## src/rtl/ps2_frame_decoder_pkg.sv

```systemverilog
// Shared keyboard-path definitions: frame FSM state encoding and PS/2 framing constants.
package ps2_frame_decoder_pkg;

    typedef enum logic [1:0] {
        ST_IDLE   = 2'd0,
        ST_DATA   = 2'd1,
        ST_PARITY = 2'd2,
        ST_STOP   = 2'd3
    } ps2_state_e;

    localparam int          FRAME_BITS     = 11;
    localparam int          DATA_BITS      = 8;
    localparam logic [7:0]  BREAK_CODE_DEF = 8'hF0;

endpackage

```

## src/rtl/ps2_bit_watchdog.sv

```systemverilog
// Inter-bit watchdog: counts clk cycles between bit strobes while a frame is in progress.
module ps2_bit_watchdog #(
    parameter int TIMEOUT_CYCLES = 4096
) (
    input  logic clk,
    input  logic reset_i,
    input  logic en_i,
    input  logic busy_i,
    output logic timeout_o
);

    localparam int             CW    = (TIMEOUT_CYCLES > 2) ? $clog2(TIMEOUT_CYCLES) : 1;
    localparam logic [CW-1:0]  LIMIT = CW'(TIMEOUT_CYCLES - 1);

    logic [CW-1:0] cnt_q;
    logic [CW-1:0] cnt_d;

    // A strobe arriving on the limit cycle wins over the timeout.
    assign timeout_o = busy_i && !en_i && (cnt_q == LIMIT);

    always_comb begin
        cnt_d = cnt_q + 1'b1;
        if (en_i || !busy_i || timeout_o) begin
            cnt_d = '0;
        end
    end

    always_ff @(posedge clk) begin
        if (!reset_i) begin
            cnt_q <= '0;
        end else begin
            cnt_q <= cnt_d;
        end
    end

endmodule

```

## src/rtl/ps2_frame_decoder.sv

```systemverilog
// Frames 11-bit PS/2 packets from the sampled line, checks parity/stop, and reports
// make/break scan codes to the key-decode logic.
module ps2_frame_decoder
    import ps2_frame_decoder_pkg::*;
#(
    parameter int         TIMEOUT_CYCLES = 4096,
    parameter logic [7:0] BREAK_CODE     = BREAK_CODE_DEF
) (
    input  logic       clk,
    input  logic       reset_i,
    input  logic       data_i,
    input  logic       en_i,
    output logic [7:0] code_o,
    output logic       code_valid_o,
    output logic       release_o,
    output logic       frame_err_o,
    output logic       busy_o
);

    ps2_state_e state_q;
    logic [7:0] shift_q;
    logic [2:0] bit_cnt_q;
    logic       par_q;
    logic       break_q;
    logic [7:0] code_q;
    logic       code_valid_q;
    logic       release_q;
    logic       frame_err_q;
    logic       timeout;

    ps2_bit_watchdog #(
        .TIMEOUT_CYCLES(TIMEOUT_CYCLES)
    ) u_watchdog (
        .clk      (clk),
        .reset_i  (reset_i),
        .en_i     (en_i),
        .busy_i   (busy_o),
        .timeout_o(timeout)
    );

    always_ff @(posedge clk) begin
        if (!reset_i) begin
            state_q      <= ST_IDLE;
            shift_q      <= '0;
            bit_cnt_q    <= '0;
            par_q        <= 1'b0;
            break_q      <= 1'b0;
            code_q       <= '0;
            code_valid_q <= 1'b0;
            release_q    <= 1'b0;
            frame_err_q  <= 1'b0;
        end else begin
            code_valid_q <= 1'b0;
            frame_err_q  <= 1'b0;
            if (timeout) begin
                // Abandon the partial byte; a pending break prefix survives.
                state_q     <= ST_IDLE;
                shift_q     <= '0;
                bit_cnt_q   <= '0;
                frame_err_q <= 1'b1;
            end else if (en_i) begin
                case (state_q)
                    ST_IDLE: begin
                        if (!data_i) begin
                            state_q   <= ST_DATA;
                            bit_cnt_q <= '0;
                            par_q     <= 1'b0;
                        end
                    end
                    ST_DATA: begin
                        shift_q[bit_cnt_q] <= data_i;
                        par_q              <= par_q ^ data_i;
                        if (bit_cnt_q == 3'd7) begin
                            state_q <= ST_PARITY;
                        end else begin
                            bit_cnt_q <= bit_cnt_q + 3'd1;
                        end
                    end
                    ST_PARITY: begin
                        // After this XOR, par_q==1 means odd parity held.
                        par_q   <= par_q ^ data_i;
                        state_q <= ST_STOP;
                    end
                    ST_STOP: begin
                        state_q <= ST_IDLE;
                        if (data_i && par_q) begin
                            if (shift_q == BREAK_CODE) begin
                                break_q <= 1'b1;
                            end else begin
                                code_q       <= shift_q;
                                release_q    <= break_q;
                                code_valid_q <= 1'b1;
                                break_q      <= 1'b0;
                            end
                        end else begin
                            frame_err_q <= 1'b1;
                        end
                    end
                    default: state_q <= ST_IDLE;
                endcase
            end
        end
    end

    assign code_o       = code_q;
    assign code_valid_o = code_valid_q;
    assign release_o    = release_q;
    assign frame_err_o  = frame_err_q;
    assign busy_o       = (state_q != ST_IDLE);

endmodule

```

## config.mk

```make
export PLATFORM = sky130hd
export DESIGN_NAME = ps2_frame_decoder
export DESIGN_NICKNAME = d
export VERILOG_FILES = /design/src/rtl/ps2_frame_decoder_pkg.sv /design/src/rtl/ps2_bit_watchdog.sv /design/src/rtl/ps2_frame_decoder.sv
export SDC_FILE = /design/constraint.sdc
export NUM_CORES = 1
export LEC_CHECK = 0
export CAP_MARGIN = 20
export CORE_MARGIN = 2
export CORE_UTILIZATION = 55
export DETAILED_ROUTE_END_ITERATION = 7
export PLACE_DENSITY_LB_ADDON = 0.08
export SLEW_MARGIN = 10
export SYNTH_ARGS = -nofsm -noshare
export SYNTH_HDL_FRONTEND = slang
export SYNTH_SLANG_ARGS = --single-unit
```

## constraint.sdc

```tcl
create_clock -name clk -period 2.2 [get_ports clk]
set_clock_uncertainty 0.05 [all_clocks]
set_input_delay 0.44 -clock clk [delete_from_list [all_inputs] [get_ports clk]]
set_output_delay 0.44 -clock clk [all_outputs]
set_load 0.05 [all_outputs]
```

==> out/metrics.csv, run 1 <==
metric,value,unit
full die area,3840,um2
slew margin rel.,66.3,%
CP Capture Point,code_o[4],
Post-synth top flop,dfxtp_1,
Worst setup EP type,output pin,
Setup crit start,code_o[4],
R2R Setup Slk,0.29,ns
most frequent cell after synthesis,dfxtp_1,
Die H,62.0,um
vias post-DR,1539,
"Slew Viols, Final",0,
Tcrit/Tclk final,89.8,%
"Avg Cell Area, Syn",9.03,um2
Top Ports,16,
clock period minus worst slack,1.98,ns
Layout area overhead,14.8,%
FF-to-FF Start,state_q[0],
drt total wl,3670,um
Final Hold Viols,0,
crit-path cells,clkdlybuf4s50_1,
Final GP Congestion,0.739,
Die Wd,62.0,um
pin count of the biggest net entering global routing,21,
P_sw,0.306,mW
Highest Signal Layer,met4,
clk_lat worst skew,0.35,ns
Levels on crit path,1,
gr ovfl total,0,
"Reg clk slew, reported paths",0.11,ns
WS Path Type,reg -> out,
row cnt,21,
Critical Path AT,1.49,ns
GRT Overall Usage,21.7,%
H-tree depth,2,
CTS tree,yes,
number of synthesized flops with an enable pin,0,
synthesized cell area,1850,um2
CTS Buf Count,5,
Synth warnings,0,
IO buf count,15,
post-route worst setup slack,0.225,ns
dpl ws,0.161,ns
WP data required,1.71,ns
Leak,0.747,nW
Setup TNS,0,ns
Post-Route M1 WL,1700,um
crit start category,flip-flop,
Via density,5.68,
reg-to-reg endpoint,state_q[0],
Final HPWL DP,2730,um
Crit path largest cell delay,0.80,ns
CTS-repair resized insts,0,
RSZ-0062 raised after global routing,false,
CTS root buffer,clkbuf_4,
Worst Path Max Fanout,2,
initial antenna violation count,0,
Yosys cell types,43,
Max Root-Sink Buffers,2,
drt pass-1 iters,4,
reg2reg path depth,6,
fmax,506,MHz
number of global-route vias before repair,1351,
Comb pwr share,9.9,%
CTS Hold Buffers Added,0,
Top Family by Delay on Critical Path,buffers and inverters,
iteration-0 DRC count of the detailed router,88,
Routed WL per cell,13.6,um
met3 WL,162,um
internal power,0.898,mW
fillcell total,310,
Critical-path top delay cell,clkdlybuf4s50_1,
layout cells sized above 1,12.0,%
Hold Path Class,reg -> reg,
final antenna-violating net count,0,
cell count after synthesis,205,
pin slew with the least headroom to its limit,0.504,ns
Synth Net Count,218,
flip-flop and latch area,761,um2
first-pass GRT wire length,6070,um
status,completed,
P per Cell Area,567,nW/um2
Initial Util,56.3,%
Commonest cells post-synth,"38 x dfxtp_1, 18 x a21oi_1, 18 x nand2_1",
Sink Count,38,
Worst VDD drop,0.351,mV
ys async rst share,0,%
dominant cells by area after synthesis,"dfxtp_1 41%, ha_1 6.1%, a21oi_1 4.9%",
DRC viols,0,
"area leader, netlist",dfxtp_1,
Total Power,1.20,mW
Yosys reg bits,38,
maxcap violations,0,
antenna diode count,0,
WP buf/inv,1,
area share of the largest cell type after synthesis,41.1,%
Clock Power Share,31.6,%
Sequential Power Share,58.5,%
Final Setup Violations,0,
Core Area,3280,um2
met2 wire length,1740,um
Sw Ratio,25.4,%
sequential share of the synthesized area,41.1,%
Multi-input gate area,1000,um2
Post-CTS Setup Bufs,0,
Final Net Count,237,
[cells in the final DEF, fill, tap and decap left out, types with 6 or more instances in the layout]
master	synthesis	final
nand2_1	18	18
nor2_1	9	9
ha_1	9	9
clkdlybuf4s50_1	0	14
o31ai_1	8	8
dfxtp_1	38	38
buf_4	2	8
nand3_1	17	17
inv_1	6	6
o21ai_0	16	16
a21oi_1	18	18
[cells by family after synthesis]
family	share of synthesized area (%)
AND/OR/NAND/NOR	25.5
AO/OA/AOI/OAI	18.5
flip-flops	41.1
buffers and inverters	4.67
adder cells (fa/ha/maj)	6.09
multiplexers	2.70
XOR/XNOR	1.42
[registers in the layout, indices dropped and copies added (netlist names)]
name	flops
frame_err_o	1
u_watchdog.cnt_q	12
par_q	1
shift_q	8
code_o	8
state_q	2
release_o	1
break_q	1
bit_cnt_q	3
code_valid_o	1
[power groups by stage]
| stage | logic (mW) | clock network (mW) | registers, mW |
|---|---|---|---|
| global route | 0.132 | 0.415 | 0.706 |
| global placement | 0.113 | 0 | 0.718 |
| floorplan | 0.0768 | 0 | 0.717 |
| CTS | 0.120 | 0.386 | 0.704 |
| finish | 0.119 | 0.381 | 0.704 |
| detailed placement | 0.120 | 0 | 0.720 |
[worst min-delay path, cell delays in order (launching register included)]
cell and delay, ns:
dfxtp_1 0.32, nand2_1 0.05, o21ai_0 0.06
[worst min path at each step]
stage	start	end	slack [ns]	depth (start not counted)
2_1_floorplan	break_q	release_o	0.38	2
3_3_place_gp	code_o[5]	code_o[5]	0.39	2
3_5_place_dp	release_o	release_o	0.40	2
4_1_cts	code_o[2]	code_o[2]	0.42	2
5_1_grt	break_q	release_o	0.44	2
6_report	code_o[2]	code_o[2]	0.41	2
[metrics by stage]
stage               std cells  util, %  area (um2)  hold WS [ns]
floorplan                 205        -        1850         0.385
global placement          263     62.9        2060         0.392
detailed placement        263     62.9        2060         0.398
CTS                       271     64.7        2120         0.415
global route              271     64.7        2120         0.444
finish                    271     64.7        2120         0.412
[area by class of cell]
class	instances	area share (%)
clock inverter	1	0.236
timing repair buffer	23	10.4
tap	46	2.71
inverter	6	1.06
multi-input combinational	150	47.2
sequential	38	35.8
clock buffer	7	2.59
[per-layer routing]
layer | track usage, % | up-vias
met1 | 27.8 | 717
met4 | 8.21 | 0
li1 | - | 778
met5 | 0 | -
met2 | 34.2 | 36
met3 | 6.63 | 8
No activity file was read; power rests on OpenSTA's default activity.
==> inputs of run 2 (changes only) <==
- ABC_CLOCK_PERIOD_IN_PS: unset -> 1900
- SYNTH_HIERARCHICAL: unset -> 1
- clock period: 2.2 -> 1.9 ns (I/O delays scaled with it)
==> run 2 against run 1 <==
Net effect:
- largest cell class unchanged
- sequential cell count is the same
- first-iteration DRC count increased by 35%
- non-clock buffer count increased by 16
- critical path type is now reg -> reg
- register-to-register slack got worse by 0.096 ns
- setup slack lost 0.031 ns
- critical endpoint is now code_valid_o
- combinational power grew 49%
- synthesized cell count unchanged
- clock power rose by 14%
- highest routed layer unchanged
- routed wire length up 0.84%
- worst hold slack improved by 0.0042 ns
==> out/metrics.csv, run 2 <==
metric,value,unit,change
crit-path cells,inv_2 > ha_4 > clkinvlp_4 > nand2b_1 > nor4_4 > nand4b_1 > a21oi_4 > buf_12 > and2_1,,
Crit path largest cell delay,0.35,ns,-0.45 ns
placed cell count,280,,+6.5%
"Avg Cell Area, Syn",9.06,um2,+0.34%
crit start category,flip-flop,,
Yosys cell types,43,,unchanged
Synth Net Count,219,,+0.46%
drt total wl,3710,um,+0.84%
CTS Hold Buffers Added,0,,unchanged
ys async rst share,0,%,unchanged
clk_lat worst skew,0.33,ns,-0.02 ns
worst hold endpoint,code_o[5],,
internal power,1.07,mW,+19%
Core Area,3280,um2,unchanged
dominant cells by area after synthesis,"dfxtp_1 41%, ha_1 6.7%, a21oi_1 5.1%",,
post-route worst setup slack,0.194,ns,-0.0310 ns
synthesized cell area,1860,um2,+0.34%
WP buf/inv,3,,+2
status,completed,,
"Reg clk slew, reported paths",0.11,ns,about the same
slew margin rel.,56.1,%,-10 points
Die Wd,62.1,um,+0.16%
vias post-DR,1576,,+2.4%
R2R Setup Slk,0.19,ns,-0.10 ns
Final HPWL DP,2790,um,+2.2%
Final Non-Filler Cells,289,,+6.6%
fillcell total,264,,-15%
WP data required,2.09,ns,+0.38 ns
Final Hold Viols,0,,unchanged
Worst VDD drop,0.372,mV,+6.1%
Critical Path AT,1.90,ns,+0.41 ns
Sink Count,38,,unchanged
P per Cell Area,618,nW/um2,+9.1%
Sw Ratio,25.2,%,-0.28 points
Commonest cells post-synth,"38 x dfxtp_1, 24 x nand2_1, 19 x a21oi_1",,
H-tree depth,2,,unchanged
Worst Path Max Fanout,10,,+8
Via density,5.45,,-4.0%
Final GP Congestion,0.769,,+4.1%
pin count of the biggest net entering global routing,22,,+4.8%
dpl ws,-0.677,ns,-0.838 ns
Hold Crit Start,code_o[5],,
IO buf count,15,,unchanged
Biggest register,u_watchdog/cnt_q,,
Largest register FFs,12,,unchanged
Post-synth top flop,dfxtp_1,,
gr ovfl total,0,,unchanged
CTS tree,yes,,
reg2reg path depth,9,,+3
sequential share of the synthesized area,41.0,%,-0.14 points
number of synthesized flops with an enable pin,0,,unchanged
layout cells sized above 1,23.5,%,+11 points
Max Root-Sink Buffers,2,,unchanged
Synth warnings,6,,+6
reg-to-reg endpoint,code_valid_o,,
WS Path Type,reg -> reg,,
"area leader, netlist",dfxtp_1,,
number of global-route vias before repair,1448,,+7.2%
Critical-path top delay cell,dfxtp_2,,
iteration-0 DRC count of the detailed router,119,,+35%
hold path cells,2,,unchanged
drt pass-1 iters,4,,unchanged
Comb pwr share,12.5,%,+2.6 points
most frequent cells in the layout,"36 x dfxtp_1, 28 x buf_4, 24 x nand2_1, 18 x a21oi_1, 12 x nand3_1",,
Worst setup EP type,flip-flop,,
"Slew Viols, Final",0,,unchanged
"most common cell after layout, fill and taps aside",dfxtp_1,,
Clock Power Share,30.5,%,-1.1 points
Setup TNS,0,ns,unchanged
Die H,62.1,um,+0.16%
Layout area overhead,24.0,%,
Final Setup Violations,0,,unchanged
row cnt,21,,unchanged
Final Net Count,256,,+8.0%
CTS Buf Count,5,,unchanged
cell count after synthesis,205,,unchanged
GRT Overall Usage,20.4,%,-1.3 points
fin area,2300,um2,+8.4%
area share of the largest cell type after synthesis,41.0,%,-0.14 points
fmax,586,MHz,
Top Family by Delay on Critical Path,simple AND/OR/NAND/NOR gates,,
FF-to-FF Start,state_q[1],,
clock period minus worst slack,1.71,ns,
Yosys reg bits,38,,unchanged
Initial Util,56.5,%,+0.19 points
initial antenna violation count,0,,unchanged
Placed Instance Area,2220,um2,+7.5%
final antenna-violating net count,0,,unchanged
RSZ-0062 raised after global routing,false,,
Hold Path Class,reg -> reg,,
first-pass GRT wire length,6480,um,+6.7%
Tcrit/Tclk final,89.8,%,
Total Power,1.42,mW,+18%
full die area,3860,um2,+0.32%
antenna diode count,0,,unchanged
Sequential Power Share,57.0,%,-1.5 points
Leak,0.853,nW,+14%
Top Ports,16,,unchanged
Routed WL per cell,12.8,um,-5.4%
pin slew with the least headroom to its limit,0.650,ns,+0.146 ns
DRC viols,0,,unchanged
P_sw,0.358,mW,+17%
maxcap violations,0,,unchanged
most frequent cell after synthesis,dfxtp_1,,
CTS root buffer,clkbuf_4,,
==> run 2: area by class of cell <==
cell class                 count  area, um2  area share [%]
clock buffer                   7       55.1            2.39
clock inverter                 1       5.00           0.217
inverter                       5       22.5           0.978
multi-input combinational    153       1070            46.3
sequential                    38        763            33.2
tap                           46       57.6            2.50
timing repair buffer          39        333            14.5
==> run 2: repair_timing <==
item	4_1_cts	5_1_grt
resized for setup	8	0
gates cloned	0	0
buffers inserted	0	1
endpoints found under the setup margin	16	3
==> run 2: layer usage <==
| layer | vias up | wire [um] | GRT usage [%] |
|---|---|---|---|
| li1 | 812 | - | - |
| met1 | 714 | 1760 | 27.0 |
| met2 | 48 | 1760 | 33.4 |
| met3 | 2 | 164 | 4.89 |
| met4 | 0 | 18 | 5.83 |
| met5 | - | 0 | 0 |
==> run 2: worst max-delay path by stage <==
stage | from | end | depth (start not counted) | slack (ns)
6_report | state_q[1] | code_valid_o | 9 | 0.19
5_1_grt | state_q[1] | code_o[4] | 9 | 0.1
4_1_cts | state_q[1] | code_o[4] | 8 | 0.10
3_5_place_dp | en_i | code_o[4] | 6 | -0.68
3_3_place_gp | en_i | release_o | 6 | -0.58
2_1_floorplan | state_q[0] | code_valid_o | 9 | -0.06
==> run 2: through the flow <==
stage	util [%]	hold WS (ns)
after global placement	67.5	0.394
after global routing	70.1	0.445
after detailed placement	67.5	0.396
after CTS	69.5	0.418
after floorplan	-	0.380
final	70.1	0.416
==> run 2: power by group through the flow <==
stage	Clock, mW	Sequential (mW)	Combinational [mW]
finish	0.434	0.812	0.177
global route	0.486	0.814	0.193
CTS	0.445	0.812	0.178
detailed placement	0	0.830	0.177
global placement	0	0.829	0.172
floorplan	0	0.831	0.103
==> run 2: logic make-up (layout without fill, tap and decap cells) <==
family,after synthesis,in the layout,share of synthesized area (%)
buffers and inverters,14,52,3.71
adder cells (fa/ha/maj),10,10,6.74
flip-flops,38,38,41.0
AO/OA/AOI/OAI,47,47,16.6
AND/OR/NAND/NOR,84,84,25.7
multiplexers,9,9,4.85
XOR/XNOR,3,3,1.42
==> run 2: worst min-delay path, stage by stage, from the launching register on <==
cell and delay (ns):
dfxtp_1 0.32, nand2_1 0.05, mux2i_1 0.05
